===== config.mk =====
export PLATFORM = sky130hd
export DESIGN_NAME = restoring_divide_fsmd
export DESIGN_NICKNAME = d
export VERILOG_FILES = /design/src/rtl/restoring_divide_fsmd_pkg.sv /design/src/rtl/restoring_divide_fsmd_twos_abs.sv /design/src/rtl/restoring_divide_fsmd.sv
export SDC_FILE = /design/constraint.sdc
export NUM_CORES = 1
export LEC_CHECK = 0
export ABC_AREA = 0
export BUFFER_PORTS_ARGS = -buffer_cell sky130_fd_sc_hd__buf_2
export CAP_MARGIN = 5
export CORE_UTILIZATION = 35
export CTS_BUF_LIST = sky130_fd_sc_hd__clkbuf_16
export DETAILED_ROUTE_END_ITERATION = 8
export PLACE_DENSITY = 0.59
export SYNTH_ARGS = -nofsm -noshare
export SYNTH_HDL_FRONTEND = slang
export SYNTH_HIERARCHICAL = 1
export SYNTH_SLANG_ARGS = --single-unit

===== constraint.sdc =====
create_clock -name clk_i -period 2.28 [get_ports clk_i]
set_input_delay 0 -clock clk_i [delete_from_list [all_inputs] [get_ports clk_i]]
set_output_delay 0 -clock clk_i [all_outputs]
set_load 0.1 [all_outputs]

===== src/rtl/restoring_divide_fsmd_pkg.sv =====
// Shared arithmetic package: default operand width and the divider FSM state encoding.
package restoring_divide_fsmd_pkg;

  localparam int DATA_SIZE_DEF = 8;

  typedef enum logic [1:0] {
    START    = 2'b00,
    DIVIDE   = 2'b01,
    SIGN_FIX = 2'b10,
    FINISH   = 2'b11
  } div_state_e;

endpackage


===== src/rtl/restoring_divide_fsmd_twos_abs.sv =====
// Two's-complement magnitude and sign; the most negative value maps to 2^(W-1) unsigned.
module twos_abs #(
  parameter int W = 8
) (
  input  logic [W-1:0] val_i,
  output logic [W-1:0] mag_o,
  output logic         neg_o
);

  assign neg_o = val_i[W-1];
  assign mag_o = neg_o ? (-val_i) : val_i;

endmodule


===== src/rtl/restoring_divide_fsmd.sv =====
// Signed restoring divider: magnitudes divided one quotient bit per cycle, signs fixed at the end.
// state    | meaning
// START    | idle, waits for enable_i to capture operands
// DIVIDE   | one shift/trial-subtract step per cycle, DATA_SIZE steps
// SIGN_FIX | apply result signs, load output registers
// FINISH   | data_valid_o high, waits for enable_i to return to START
module restoring_divide_fsmd
  import restoring_divide_fsmd_pkg::*;
#(
  parameter int DATA_SIZE = DATA_SIZE_DEF
) (
  input  logic                 clk_i,
  input  logic                 reset_i,
  input  logic                 enable_i,
  input  logic [DATA_SIZE-1:0] dividend_i,
  input  logic [DATA_SIZE-1:0] divisor_i,
  output logic                 data_valid_o,
  output logic [DATA_SIZE-1:0] quotient_o,
  output logic [DATA_SIZE-1:0] remainder_o,
  output logic                 div_by_zero_o,
  output logic                 overflow_o
);

  localparam int CW = $clog2(DATA_SIZE) + 1;
  localparam logic [DATA_SIZE-1:0] MIN_VAL = {1'b1, {(DATA_SIZE-1){1'b0}}};

  div_state_e           state_q, state_d;
  logic [CW-1:0]        count_q, count_d;
  logic [DATA_SIZE:0]   rem_q, rem_d;
  logic [DATA_SIZE-1:0] quo_q, quo_d, dvs_q, dvs_d;
  logic                 qneg_q, qneg_d, rneg_q, rneg_d, ovf_q, ovf_d;
  logic [DATA_SIZE-1:0] quotient_q, quotient_d, remainder_q, remainder_d;
  logic                 dbz_q, dbz_d, ovf_out_q, ovf_out_d;

  logic [DATA_SIZE-1:0] dnd_mag, dvs_mag;
  logic                 dnd_neg, dvs_neg;
  logic [DATA_SIZE+1:0] rem_sh, trial;

  twos_abs #(.W(DATA_SIZE)) u_abs_dnd (.val_i(dividend_i), .mag_o(dnd_mag), .neg_o(dnd_neg));
  twos_abs #(.W(DATA_SIZE)) u_abs_dvs (.val_i(divisor_i),  .mag_o(dvs_mag), .neg_o(dvs_neg));

  always_ff @(posedge clk_i) begin
    if (reset_i) begin
      state_q     <= START;
      count_q     <= '0;
      rem_q       <= '0;
      quo_q       <= '0;
      dvs_q       <= '0;
      qneg_q      <= 1'b0;
      rneg_q      <= 1'b0;
      ovf_q       <= 1'b0;
      quotient_q  <= '0;
      remainder_q <= '0;
      dbz_q       <= 1'b0;
      ovf_out_q   <= 1'b0;
    end else begin
      state_q     <= state_d;
      count_q     <= count_d;
      rem_q       <= rem_d;
      quo_q       <= quo_d;
      dvs_q       <= dvs_d;
      qneg_q      <= qneg_d;
      rneg_q      <= rneg_d;
      ovf_q       <= ovf_d;
      quotient_q  <= quotient_d;
      remainder_q <= remainder_d;
      dbz_q       <= dbz_d;
      ovf_out_q   <= ovf_out_d;
    end
  end

  always_comb begin
    state_d     = state_q;
    count_d     = count_q;
    rem_d       = rem_q;
    quo_d       = quo_q;
    dvs_d       = dvs_q;
    qneg_d      = qneg_q;
    rneg_d      = rneg_q;
    ovf_d       = ovf_q;
    quotient_d  = quotient_q;
    remainder_d = remainder_q;
    dbz_d       = dbz_q;
    ovf_out_d   = ovf_out_q;
    // Partial remainder never exceeds the divisor magnitude, so the trial MSB is a true sign.
    rem_sh      = {rem_q, quo_q[DATA_SIZE-1]};
    trial       = rem_sh - {2'b00, dvs_q};

    case (state_q)
      START: begin
        if (enable_i) begin
          if (divisor_i == '0) begin
            quotient_d  = '1;
            remainder_d = dividend_i;
            dbz_d       = 1'b1;
            ovf_out_d   = 1'b0;
            state_d     = FINISH;
          end else begin
            rem_d   = '0;
            quo_d   = dnd_mag;
            dvs_d   = dvs_mag;
            qneg_d  = dnd_neg ^ dvs_neg;
            rneg_d  = dnd_neg;
            ovf_d   = (dividend_i == MIN_VAL) && (divisor_i == '1);
            count_d = CW'(DATA_SIZE);
            state_d = DIVIDE;
          end
        end
      end
      DIVIDE: begin
        if (!trial[DATA_SIZE+1]) begin
          rem_d = trial[DATA_SIZE:0];
          quo_d = {quo_q[DATA_SIZE-2:0], 1'b1};
        end else begin
          rem_d = rem_sh[DATA_SIZE:0];
          quo_d = {quo_q[DATA_SIZE-2:0], 1'b0};
        end
        count_d = count_q - CW'(1);
        if (count_q == CW'(1)) state_d = SIGN_FIX;
      end
      SIGN_FIX: begin
        quotient_d  = qneg_q ? (-quo_q) : quo_q;
        remainder_d = rneg_q ? (-rem_q[DATA_SIZE-1:0]) : rem_q[DATA_SIZE-1:0];
        dbz_d       = 1'b0;
        ovf_out_d   = ovf_q;
        state_d     = FINISH;
      end
      FINISH: begin
        if (enable_i) state_d = START;
      end
      default: state_d = START;
    endcase
  end

  assign data_valid_o  = (state_q == FINISH);
  assign quotient_o    = quotient_q;
  assign remainder_o   = remainder_q;
  assign div_by_zero_o = dbz_q;
  assign overflow_o    = ovf_out_q;

endmodule

==> PnR_summary.wiki, run 1 <==
{| class="wikitable"
! Metric !! Value
|-
| Outcome || finished, violations left
|-
| Violations in the final reports || design-rule violations
|-
| Worst min-delay path class || in2reg
|-
| Port Buffers || 37
|-
| Filler cells || 979
|-
| DIE AREA || 9885 sq um
|-
| Leading area contributor after synthesis || dfxtp_1
|-
| Worst-Skew Late Latency || 0.29 ns
|-
| Leakage Power || 0.001506 uW
|-
| Data required time at the worst endpoint || 2.48 ns
|-
| Clk buf depth || 2
|-
| Top flip-flop cell by instance count after synthesis || dfxtp_1
|-
| Crit Path Class || reg2reg
|-
| Iteration-0 DRC count of the detailed router || 189
|-
| Net count of the mapped netlist || 460
|-
| Global-route wire length before repair || 13,190 um
|-
| Top cells by area, synth || dfxtp_1 31%, ha_1 7.2%, nor2_1 7.0%, xnor2_1 4.7%, a21oi_1 4.1%
|-
| Number of placed I/O pins || 38
|-
| EDFF count, synth || 0
|-
| Count of inserted antenna diode cells || 0
|-
| Width of the die || 99.43 um
|-
| Wire length reported by the detailed router || 8013 um
|-
| Estimated wirelength of the detail-placed design || 6088 um
|-
| Synthesized-area fraction occupied by ao, oa, aoi and oai cells || 23.09%
|-
| Fraction of layout instances using a drive strength above 1 || 18.97%
|-
| Synth Register Bits || 52
|-
| Combinational family with the most area after synthesis || simple AND/OR/NAND/NOR gates
|-
| Gate count after technology mapping || 421
|-
| Clock tree from TritonCTS || built
|-
| Total of endpoints with negative setup slack in the final report || 0
|-
| Drt via density || 5.304
|-
| Rel. slew slack || 57.74%
|-
| Portion of the post-synthesis area used by sequential elements || 31.34%
|-
| Adder-Cell Fraction of Synth Area || 7.759%
|-
| Number of distinct library cells after synthesis || 53
|-
| Clock slew seen by the registers of the worst setup and hold paths || 0.07 ns
|-
| Worst IR drop on VDD || 0.4074 mV
|-
| Mux cell area share after synthesis || 1.205%
|-
| Power per unit of standard cell area || 1381 nW/um^2
|-
| Simple-gate share of the synthesized area || 23.13%
|-
| Worst Skew || 0.004089 ns
|-
| Minimum period implied by the final worst setup slack || 2.207 ns
|-
| H-tree depth || 2
|-
| Sum of negative setup slack || 0 ns
|-
| Commonest cells after routing, fill and taps aside || 62 x nor2_1, 51 x dfxtp_1, 37 x buf_2, 36 x nand2_1
|-
| Commonest non-fill, non-tap cell in the layout || nor2_1
|-
| Remaining number of nets flagged by the antenna check after routing || 0
|-
| Actual slew at the worst max-slew pin || 0.6257 ns
|-
| Placeable core area || 9196 sq um
|-
| F_max || 0.4531 GHz
|-
| Cell Area, Placed || 3660 sq um
|-
| Initial core utilization || 36.12%
|-
| Number of antenna violations at the first check in global routing || 0
|-
| Final routed wire length divided by cell count || 13.94 um
|-
| Cell at the root of the clock tree || clkbuf_16
|-
| Max-Cap Viols || 0
|-
| Number of design rule violations left after detail routing || 1
|-
| TritonCTS buffer count || 5
|-
| Number of synthesis warnings || 6
|-
| Worst Setup End Kind || flop
|-
| Number of global-route vias before repair || 2,692
|-
| Async set-reset flop share out of synthesis || 0%
|-
| Total routing resource utilization after global routing || 16.54%
|-
| Via count || 3,050
|-
| Post-route clock period utilization || 96.81%
|-
| Number of detailed-route iterations in the first pass || 8
|-
| Die Height || 99.43 um
|-
| Endpoints failing hold || 0
|-
| Post-route core utilization || 42.05%
|-
| Relative area change from synthesis to final layout || 16.42%
|-
| Net count reported at finish || 502
|-
| Type of element launching the critical path || flop
|-
| Clock Sink Count || 52
|-
| Max-slew violation count || 0
|-
| Setup repair after global routing missed its margin || yes
|-
| Portion of synthesized cell area occupied by the leading cell type || 31.34%
|-
| Worst-path maximum fanout || 9
|-
| Pin count of the biggest net entering global routing || 34
|-
| Share of the synthesized netlist area taken by xor and xnor gates || 6.855%
|-
| Grt total ovfl || 0
|-
| Arrival time of the worst setup path || 2.41 ns
|-
| Post-route standard cell area excluding fillers || 3867 sq um
|-
| Synthesized area || 3322 sq um
|-
| Gpl congestion || 0.8258
|-
| Standard-cell rows || 35
|-
| Total of hold buffers inserted after clock tree synthesis || 0
|-
| Mean area per synthesized cell || 7.891 sq um
|}
## registers in the layout, summed over array words and instances (netlist names)
signal and count:
count_q 4, div_by_zero_o 1, dvs_q 8, overflow_o 1
ovf_q 1, qneg_q 1, quo_q 8, quotient_o 8
rem_q 9, remainder_o 8, rneg_q 1, state_q 2
## per-stage QoR
step / power, uW / cells / hold WS [ns] / worst slack (ns)
detailed placement: 4307 / 561 / 0.3308 / 0.1099
CTS: 5065 / 569 / 0.02864 / 0.09084
global route: 5750 / 575 / 0.04074 / -0.07233
global placement: 4258 / 561 / 0.3252 / 0.1701
finish: 5340 / 575 / 0.02543 / 0.07281
floorplan: 3745 / 421 / 0.1736 / 0.1855
## what timing repair did
action | 4_1_cts | 5_1_grt
gates resized for setup | 0 | 8
endpoints found under the setup margin | 0 | 6
buffers inserted | 0 | 6
## synthesized netlist by cell type, drive strengths merged, types with 9 or more instances
| library cell | n |
|---|---|
| nor2 | 62 |
| dfxtp | 52 |
| nand2 | 36 |
| a21oi | 28 |
| inv | 27 |
| ha | 19 |
| xnor2 | 18 |
| o21ai | 16 |
| a211oi | 14 |
| clkbuf | 14 |
| nand3 | 11 |
| buf | 10 |
| nand4 | 10 |
| a311oi | 9 |
| nor3 | 9 |
| o211ai | 9 |
## metal layers
metal | part of all wire, % | up-vias | wire length [um] | track usage, %
met5 | 0 | - | 0 | 0
met4 | 0.81 | 0 | 65 | 3.507
met3 | 5.2 | 6 | 419 | 2.389
met2 | 43 | 67 | 3475 | 25.85
met1 | 51 | 1398 | 4053 | 24.10
li1 | - | 1579 | - | -
## kinds of logic after synthesis
group / count (synthesis)
and+or+nand+nor: 158
AOI/OAI and AO/OA: 110
DFF: 52
buffers and inverters: 51
xor gates and xnor gates: 26
adders and majority gates: 20
muxes: 4
## cell type report
type	count	area, sq um	share of cell area, %
clock buffer	5	125.1	3.235
clock inverter	3	18.77	0.4853
inverter	27	101.3	2.621
multi-input combinational	318	2078	53.74
sequential	52	1042	26.95
tap	111	138.9	3.591
timing repair buffer	59	362.8	9.382
## worst paths after layout
check             cells after the start              to            from  slack (ns)
setup / recovery                      8        rem_q[2]        dvs_q[1]        0.07
hold / removal                        3        dvs_q[0]    divisor_i[0]        0.03
setup reg to reg                      8        rem_q[2]        dvs_q[1]        0.07
hold reg to reg                       2  remainder_o[1]  remainder_o[1]        0.45
## where the power goes
group	total, uW	internal (uW)	leakage [uW]	switching [uW]
clock network	749	406	0.0000736	343
registers	1380	1150	0.000424	226
logic	3210	1230	0.00101	1980
## critical path, stage by stage, from the launching register on
cell      delay [ns]
dfxtp_1         0.31
inv_1           0.07
ha_1            0.26
nor2b_1         0.16
o31ai_2         0.32
a211oi_1        0.15
or3_4           0.44
and2_4          0.21
o311ai_2        0.20
Note: power is estimated with default switching activity, not from simulation.
==> run 2: changes to the inputs <==
SETUP_SLACK_MARGIN = 0.3   (was not set)
==> run 2 against run 1 <==
Against the previous run: register-to-register slack improved by 0.14 ns; sequential share of layout area fell by 1.1 points; the run still ends with design-rule violations left; cell count rose by 2.3%; largest power group unchanged; clock power fell by 2%; combinational power rose by 13%; worst hold slack improved by 0.00083 ns.
==> PnR_summary.wiki, run 2 (synthesis gave the netlist of run 1 again) <==
{| class="wikitable"
! Metric !! Value
|-
| Outcome || finished, violations left (unchanged)
|-
| Violations in the final reports || design-rule violations (unchanged)
|-
| Pre-CTS setup slack || 0.1176 ns (was 0.1099 ns)
|-
| Number of placed I/O pins || 38 (unchanged)
|-
| Post-route clock period utilization || 90.52% (was 96.81%)
|-
| Crit path max-delay family || buffers and inverters (was simple AND/OR/NAND/NOR gates)
|-
| Data required time at the worst endpoint || 2.46 ns (was 2.48 ns)
|-
| Cell at the root of the clock tree || clkbuf_16 (unchanged)
|-
| Commonest cells after routing, fill and taps aside || 62 x nor2_1, 44 x dfxtp_1, 37 x buf_2, 36 x nand2_1, 32 x buf_4 (was 62 x nor2_1, 51 x dfxtp_1, 37 x buf_2, 36 x nand2_1)
|-
| Drt via density || 5.301 (was 5.304)
|-
| Iteration-0 DRC count of the detailed router || 229 (was 189)
|-
| Remaining number of nets flagged by the antenna check after routing || 0 (unchanged)
|-
| Final cell count without fillers || 588 (was 575)
|-
| Total of endpoints with negative setup slack in the final report || 0 (unchanged)
|-
| Wire length reported by the detailed router || 8342 um (was 8013 um)
|-
| Worst-Skew Late Latency || 0.29 ns (about the same)
|-
| Total of hold buffers inserted after clock tree synthesis || 0 (unchanged)
|-
| Worst IR drop on VDD || 0.5194 mV (was 0.4074 mV)
|-
| Grt total ovfl || 0 (unchanged)
|-
| Worst Setup End Kind || flop (unchanged)
|-
| Global-route wire length before repair || 14,010 um (was 13,190 um)
|-
| Minimum period implied by the final worst setup slack || 2.064 ns (was 2.207 ns)
|-
| Via count || 3,117 (was 3,050)
|-
| Clk buf depth || 2 (unchanged)
|-
| Multi-input gate area || 2166 sq um (was 2078 sq um)
|-
| Clock Sink Count || 52 (unchanged)
|-
| TritonCTS buffer count || 5 (unchanged)
|-
| Leakage Power || 0.001600 uW (was 0.001506 uW)
|-
| Die Height || 99.43 um (unchanged)
|-
| Standard-cell rows || 35 (unchanged)
|-
| Critical path, cell by cell || inv_1 > ha_4 > o21a_1 > o31ai_4 > buf_4 > buf_4 > buf_4 > buf_4 > buf_4 > a21oi_4 > nor3_2 > nand4_1 > o211ai_1 (was inv_1 > ha_1 > nor2b_1 > o31ai_2 > a211oi_1 > or3_4 > and2_4 > o311ai_2)
|-
| Placeable core area || 9196 sq um (unchanged)
|-
| DIE AREA || 9885 sq um (unchanged)
|-
| Initial core utilization || 36.12% (unchanged)
|-
| Actual slew at the worst max-slew pin || 0.5719 ns (was 0.6257 ns)
|-
| Net count reported at finish || 515 (was 502)
|-
| Rel. slew slack || 61.38% (was 57.74%)
|-
| Clock tree from TritonCTS || built (unchanged)
|-
| Clock slew seen by the registers of the worst setup and hold paths || 0.07 ns (about the same)
|-
| CP Buf/Inv Count || 6 (was 1)
|-
| Footprint of the flip-flops and latches || 1051 sq um (was 1042 sq um)
|-
| Fraction of layout instances using a drive strength above 1 || 24.74% (was 18.97%)
|-
| Placed cells || 564 (was 561)
|-
| Max-Cap Viols || 0 (unchanged)
|-
| Width of the die || 99.43 um (unchanged)
|-
| Slack of the critical path || 0.2161 ns (was 0.07281 ns)
|-
| H-tree depth || 2 (unchanged)
|-
| Arrival time of the worst setup path || 2.24 ns (was 2.41 ns)
|-
| Commonest non-fill, non-tap cell in the layout || nor2_1 (unchanged)
|-
| Sum of negative setup slack || 0 ns (unchanged)
|-
| Final routed wire length divided by cell count || 14.19 um (was 13.94 um)
|-
| Worst-path cell with the longest stage delay || dfxtp_1 (was or3_4)
|-
| Worst min-delay path class || in2reg (unchanged)
|-
| Gpl congestion || 0.8406 (was 0.8258)
|-
| Estimated wirelength of the detail-placed design || 6156 um (was 6088 um)
|-
| Pin count of the biggest net entering global routing || 32 (was 34)
|-
| Total routing resource utilization after global routing || 17.62% (was 16.54%)
|-
| Number of design rule violations left after detail routing || 2 (was 1)
|-
| Number of cells on the worst hold path || 3 (unchanged)
|-
| Relative area change from synthesis to final layout || 22.37% (was 16.42%)
|-
| Number of global-route vias before repair || 2,883 (was 2,692)
|-
| Largest stage delay, worst path || 0.31 ns (was 0.44 ns)
|-
| Filler cells || 924 (was 979)
|-
| Power per unit of standard cell area || 1414 nW/um^2 (was 1381 nW/um^2)
|-
| Crit Path Class || reg2reg (unchanged)
|-
| Type of element launching the critical path || flop (unchanged)
|-
| F_max || 0.4845 GHz (was 0.4531 GHz)
|-
| Number of flip-flops in the largest register || 9 (unchanged)
|-
| R2R cell count || 13 (was 8)
|-
| Number of detailed-route iterations in the first pass || 6 (was 8)
|-
| Worst-path maximum fanout || 2 (was 9)
|-
| Endpoints failing hold || 0 (unchanged)
|-
| Largest register by flop count || rem_q (unchanged)
|-
| Worst Skew || 0.004248 ns (was 0.004089 ns)
|-
| Count of inserted antenna diode cells || 0 (unchanged)
|-
| Number of antenna violations at the first check in global routing || 0 (unchanged)
|-
| Setup repair after global routing missed its margin || yes (unchanged)
|-
| Port Buffers || 37 (unchanged)
|-
| Cell repeated most along the worst path || buf_4
|-
| Max-slew violation count || 0 (unchanged)
|-
| Total stage count of the critical path || 13 (was 8)
|}
-- run 2: per-layer routing --
layer | global-route usage, % | wire (um) | up-vias
li1 | - | - | 1612
met1 | 24.97 | 4133 | 1415
met2 | 27.88 | 3611 | 79
met3 | 2.038 | 433 | 11
met4 | 5.656 | 164 | 0
met5 | 0 | 0 | -
-- run 2: final cells by class --
cell class | count | area share, %
Multi-Input combinational cell | 318 | 53.28
Inverter | 27 | 2.493
Clock buffer | 5 | 3.078
Clock inverter | 3 | 0.3693
Tap cell | 111 | 3.416
Timing Repair Buffer | 72 | 11.51
Sequential cell | 52 | 25.85
-- run 2: metrics by stage --
stage | utilization (%) | total power (uW) | cell area (sq um) | hold slack (ns)
floorplan | - | 3753 | 3327 | 0.1736
global placement | 40.10 | 4302 | 3687 | 0.3269
detailed placement | 40.10 | 4339 | 3687 | 0.3329
CTS | 43.52 | 5563 | 4003 | 0.02173
global route | 44.20 | 6175 | 4065 | 0.04050
finish | 44.20 | 5749 | 4065 | 0.02626
-- run 2: path summary, 6_finish.rpt --
check / start / end / slack, ns
max: dvs_q[2] / rem_q[5] / 0.22
min: divisor_i[0] / dvs_q[0] / 0.03
max reg2reg: dvs_q[2] / rem_q[5] / 0.22
min reg2reg: overflow_o / overflow_o / 0.45
-- run 2: power breakdown --
group | switching, uW | leakage [uW] | internal, uW | total, uW
Sequential | 226 | 0.000428 | 1160 | 1380
Clock | 337 | 0.0000687 | 400 | 736
Combinational | 2130 | 0.00110 | 1500 | 3630
Total | 2690 | 0.00160 | 3060 | 5750
-- run 2: worst reg2reg max path: stages, from the launching register on --
cell	delay [ns]
dfxtp_1	0.31
inv_1	0.08
ha_4	0.28
o21a_1	0.18
o31ai_4	0.09
buf_4	0.14
buf_4	0.12
buf_4	0.12
buf_4	0.12
buf_4	0.14
a21oi_4	0.13
nor3_2	0.05
nand4_1	0.12
o211ai_1	0.09
-- run 2: repair_timing --
action / in CTS / in global routing
buffers inserted: 12 / 4
resized for setup: 23 / 12
cloned: 0 / 0
pin swaps: 16 / 15
endpoints found under the setup margin: 10 / 11
